<file path="src/rtl/i2c_bit_counter.sv">
// i2c_bit_counter: I2C frame bit counter with START/STOP detection, data/ACK phase flags and byte counting.
// Bus events are registered once after synchronisation, so every output lags a pin change by SYNC_STAGES+1 edges.
module i2c_bit_counter #(
   parameter int BITS_PER_FRAME = 8,
   parameter int ACK_EN = 1,
   parameter int SYNC_STAGES = 2,
   parameter int CNT_W = 4,
   parameter int BYTE_W = 8
) (
   input  logic              clk,
   input  logic              rst_n,
   input  logic              en,
   input  logic              scl_in,
   input  logic              sda_in,
   output logic [CNT_W-1:0]  bit_cnt,
   output logic              data_phase,
   output logic              ack_phase,
   output logic              busy,
   output logic              byte_done,
   output logic              start_det,
   output logic              stop_det,
   output logic [BYTE_W-1:0] byte_cnt
);
   typedef enum logic [1:0] {IDLE, DATA, ACK} state_t;
   localparam logic [CNT_W-1:0] LAST = CNT_W'(BITS_PER_FRAME - 1);
   logic [SYNC_STAGES-1:0] scl_sync_q, sda_sync_q;
   logic scl_s, sda_s, scl_p_q, sda_p_q, rise_q, start_q, stop_q;
   state_t state_q;
   logic [CNT_W-1:0] bit_cnt_q;
   logic [BYTE_W-1:0] byte_cnt_q, byte_cnt_d;
   logic byte_done_q, start_det_q, stop_det_q;
   assign scl_s = scl_sync_q[SYNC_STAGES-1];
   assign sda_s = sda_sync_q[SYNC_STAGES-1];
   assign byte_cnt_d = (&byte_cnt_q) ? byte_cnt_q : byte_cnt_q + 1'b1;
   // Flops preset to the idle-high bus level so reset release cannot fake an edge
   always_ff @(posedge clk or negedge rst_n) begin
      if (!rst_n) begin
         scl_sync_q <= '1;
         sda_sync_q <= '1;
         scl_p_q    <= 1'b1;
         sda_p_q    <= 1'b1;
         rise_q     <= 1'b0;
         start_q    <= 1'b0;
         stop_q     <= 1'b0;
      end else begin
         scl_sync_q <= {scl_sync_q[SYNC_STAGES-2:0], scl_in};
         sda_sync_q <= {sda_sync_q[SYNC_STAGES-2:0], sda_in};
         scl_p_q    <= scl_s;
         sda_p_q    <= sda_s;
         rise_q     <= scl_s & ~scl_p_q;
         start_q    <= scl_s & scl_p_q & sda_p_q & ~sda_s;
         stop_q     <= scl_s & scl_p_q & ~sda_p_q & sda_s;
      end
   end
   always_ff @(posedge clk or negedge rst_n) begin
      if (!rst_n) begin
         state_q     <= IDLE;
         bit_cnt_q   <= '0;
         byte_cnt_q  <= '0;
         byte_done_q <= 1'b0;
         start_det_q <= 1'b0;
         stop_det_q  <= 1'b0;
      end else begin
         byte_done_q <= 1'b0;
         start_det_q <= 1'b0;
         stop_det_q  <= 1'b0;
         if (!en) begin
            state_q   <= IDLE;
            bit_cnt_q <= '0;
         end else if (stop_q) begin
            stop_det_q <= 1'b1;
            state_q    <= IDLE;
            bit_cnt_q  <= '0;
         end else if (start_q) begin
            start_det_q <= 1'b1;
            state_q     <= DATA;
            bit_cnt_q   <= '0;
            byte_cnt_q  <= '0;
         end else if (rise_q && state_q == DATA) begin
            if (bit_cnt_q < LAST) begin
               bit_cnt_q <= bit_cnt_q + 1'b1;
            end else if (ACK_EN != 0) begin
               state_q   <= ACK;
               bit_cnt_q <= '0;
            end else begin
               byte_done_q <= 1'b1;
               byte_cnt_q  <= byte_cnt_d;
               bit_cnt_q   <= '0;
            end
         end else if (rise_q && state_q == ACK) begin
            byte_done_q <= 1'b1;
            byte_cnt_q  <= byte_cnt_d;
            state_q     <= DATA;
            bit_cnt_q   <= '0;
         end
      end
   end
   assign bit_cnt    = bit_cnt_q;
   assign byte_cnt   = byte_cnt_q;
   assign byte_done  = byte_done_q;
   assign start_det  = start_det_q;
   assign stop_det   = stop_det_q;
   assign data_phase = state_q == DATA;
   assign ack_phase  = state_q == ACK;
   assign busy       = state_q != IDLE;
endmodule

</file>
<file path="config.mk">
export PLATFORM = sky130hd
export DESIGN_NAME = i2c_bit_counter
export DESIGN_NICKNAME = d
export VERILOG_FILES = /design/src/rtl/i2c_bit_counter.sv
export SDC_FILE = /design/constraint.sdc
export NUM_CORES = 1
export LEC_CHECK = 0
export CAP_MARGIN = 30
export CORE_UTILIZATION = 35
export CTS_CLUSTER_SIZE = 10
export DETAILED_ROUTE_END_ITERATION = 7
export SETUP_SLACK_MARGIN = 0.15
export SLEW_MARGIN = 20
export SYNTH_ARGS = -nofsm -noshare
export SYNTH_HDL_FRONTEND = slang
export SYNTH_SLANG_ARGS = --single-unit
</file>
<file path="constraint.sdc">
create_clock -name clk -period 4.1 [get_ports clk]
set_input_delay 1.23 -clock clk [delete_from_list [all_inputs] [get_ports clk]]
set_output_delay 1.23 -clock clk [all_outputs]
set_load 0.1 [all_outputs]
</file>
==> results.yml <==
layout:
  final_cell_mix: "dfrtp_1 (20), clkdlybuf4s50_1 (20), nand2_1 (7)"
  num_antenna_cells: 0
  drive_above_1_share_pct: 16.7
  nNetsFinal: 140
  area_delta_synth_final_pct: 28.0
  stdcell_area_sq_um: 1520
logic_synthesis:
  yosys_warnings: 0
  synth.yosys.seq_area_share_pct: 55.4
  syn_area_sq_um: 1190
  syn_avg_cell_area_sq_um: 11.4
  synth_fp_nets: 111
  synth_edf_count: 0
  yosys.area.top_type: "dfrtp_1"
  ys_types: 41
  ys_ff_latch: 26
  postSynthCellCount: 104
  async_reset_ff_share_pct: 100
  synth_ff_type: "dfrtp_1"
  synth_top_cells_by_area: "dfrtp_1 (42%), dfstp_2 (13%), nor2b_1 (3.2%)"
  synth_top_area_share_pct: 42.1
hold_path:
  hold_depth: 0
  holdPathEnd: "scl_sync_q[1]"
  hold_path.class: "reg2reg"
  hp-start: "scl_sync_q[0]"
sta:
  finalHoldViolations: 0
  fin_crit_sh_pct: 81.2
  max_freq_ghz: 0.301
  finalCriticalPeriod_ps: 3330
  fin_skew_ps: 4.70
  worst_pin_slew_ps: 969
  setup_viol: 0
  grt_setup_unrepaired: "false"
  setup_tns_ps: 0
  maxSlewViolCount: 0
  slew_headroom_pct: 35.2
worst_setup_path:
  cp_slowest_stage_delay_ps: 1120
  path_max_fanout: 8
  start_kind: "register"
  slowest_stage: "clkdlybuf4s50_1"
  reg2reg_from: "start_q"
  worstReg2RegEnd: "state_q[0]"
  reg2reg_depth: 4
  worstPathRequired_ps: 2870
  crit_path_end_kind: "output port"
  path_class: "reg2out"
  r2r_slack_ps: 2180
  cp_data_arrival_time_ps: 2100
  crit_chain: "or2_2 -> clkdlybuf4s50_1"
clocking:
  clockBufferDepth: 2
  cts_resized: 0
  path_clk_slew_ps: 130
  cts_sinks: 26
  htree_levels: 1
  root_buffer: "clkbuf_4"
  clk_latency_ps: 310
  cts_setup_buffers: 0
  numCtsBuffers: 3
  cts_hold_buf: 0
  cts_tree: "yes"
global_route:
  grt_pass1_vias: 864
  grt_usage_pct: 14.3
  grt_antenna_before_repair: 0
  grt.overflow.total: 0
  grt_max_degree: 16
  grt_pass1_wl_um: 3910
detailed_routing:
  wire_per_inst_um: 13.1
  num_vias: 888
  firstDrtPassIters: 4
  drtIter0Drc: 21
  ant_nets: 0
  avgViaCountPerCell: 5.05
  drt_wl_total_um: 2300
  route.detailed.drc: 0
power:
  power.share.clock_pct: 20.9
  power_switching_uw: 230
  p_int_uw: 378
  power_density_nw_per_um2: 400
  leakage_nw: 0.648
  comb_power_share_pct: 30.7
  peakVddDrop_mv: 0.205
  p_seq_share_pct: 48.4
  p_sw_share_pct: 37.9
floorplanning:
  io_pins: 23
  start_util_pct: 38.0
  dieArea_sq_um: 3630
  die_x_um: 60.3
  core_region_area_sq_um: 3130
  die-height_um: 60.3
  row_count: 20
outcome:
  status: "completed"
run:
  maxCapViolCount: 0
placement:
  place_area_sq_um: 1490
  dpl.hpwl_um: 1770
  gp_congestion: 0.795
  portBuffers: 22
## worst max path at each step
stage | start | to | slack [ps] | cells after the start
after floorplan | state_q[0] | data_phase | 1050 | 1
after global placement | en | state_q[0] | 1080 | 5
after detailed placement | en | state_q[0] | 1050 | 5
after CTS | state_q[1] | busy | 760 | 2
after global routing | state_q[1] | busy | 680 | 2
final | state_q[1] | busy | 770 | 2
## state kept, by name (all words and copies together), names as in the netlist, 2 cells and up
name,flops
bit_cnt,4
byte_cnt,8
scl_sync_q,2
sda_sync_q,2
state_q,2
## area by class of cell
cell class                 count  area (sq um)
fill                         302          1610
sequential                    26           658
multi-input combinational     72           508
timing repair buffer          25           245
tap                           44          55.1
clock buffer                   4          36.3
inverter                       5          18.8
## per-layer routing
| metal | up-vias | part of all wire (%) | track usage [%] | wire length [um] |
|---|---|---|---|---|
| li1 | 442 | - | - | - |
| met2 | 21 | 47 | 22.3 | 1090 |
| met1 | 423 | 48 | 19.8 | 1110 |
| met4 | 0 | 0.70 | 5.98 | 16 |
| met5 | - | 0 | 0 | 0 |
| met3 | 2 | 3.5 | 1.95 | 81 |
## power groups by stage
stage	combinational, mW	sequential [mW]	clock [mW]
2_1_floorplan	0.0740	0.362	0
3_3_place_gp	0.185	0.298	0
3_5_place_dp	0.188	0.299	0
4_1_cts	0.188	0.294	0.134
5_1_grt	0.196	0.297	0.141
6_report	0.186	0.294	0.127
## critical path, delay by kind of cell, from the launching register on
kind / cells / cell delay (ps)
buffers and inverters: 1 / 1120
flip-flops: 1 / 510
AND/OR/NAND/NOR: 1 / 160
## through the flow
step | instances | power, mW | setup slack, ps | hold WS (ps) | utilization (%)
after global placement | 171 | 0.483 | 1080 | 349 | 47.0
after global routing | 176 | 0.634 | 681 | 377 | 48.6
after detailed placement | 172 | 0.487 | 1050 | 349 | 47.5
after floorplan | 104 | 0.436 | 1050 | 345 | -
final | 176 | 0.608 | 773 | 369 | 48.6
after CTS | 176 | 0.617 | 759 | 372 | 48.6
## synthesized netlist by cell type (all sizes together), types with 2 or more instances
| library cell | n |
|---|---|
| dfrtp | 20 |
| a211oi | 2 |
| a21oi | 6 |
| a31oi | 2 |
| mux2 | 2 |
| a41oi | 2 |
| nor2 | 6 |
| ha | 2 |
| nand3b | 2 |
| o21ai | 2 |
| a211o | 2 |
| nand2 | 7 |
| nor3b | 3 |
| nand3 | 4 |
| nand4 | 3 |
| nor2b | 6 |
| dfstp | 6 |
| or2 | 2 |
| a2111oi | 2 |
| nor3 | 2 |
| inv | 5 |
## cells by family (layout without fill, tap and decap cells)
group	Yosys count	after routing	share of synthesized area [%]
xor+xnor	1	1	0.737
buf+inv	6	34	1.89
mux	3	3	3.05
flops	26	26	55.4
simple gates	41	41	19.7
compound gates	25	25	17.2
fa+ha+maj	2	2	2.10
No activity file was read; power rests on OpenSTA's default activity.
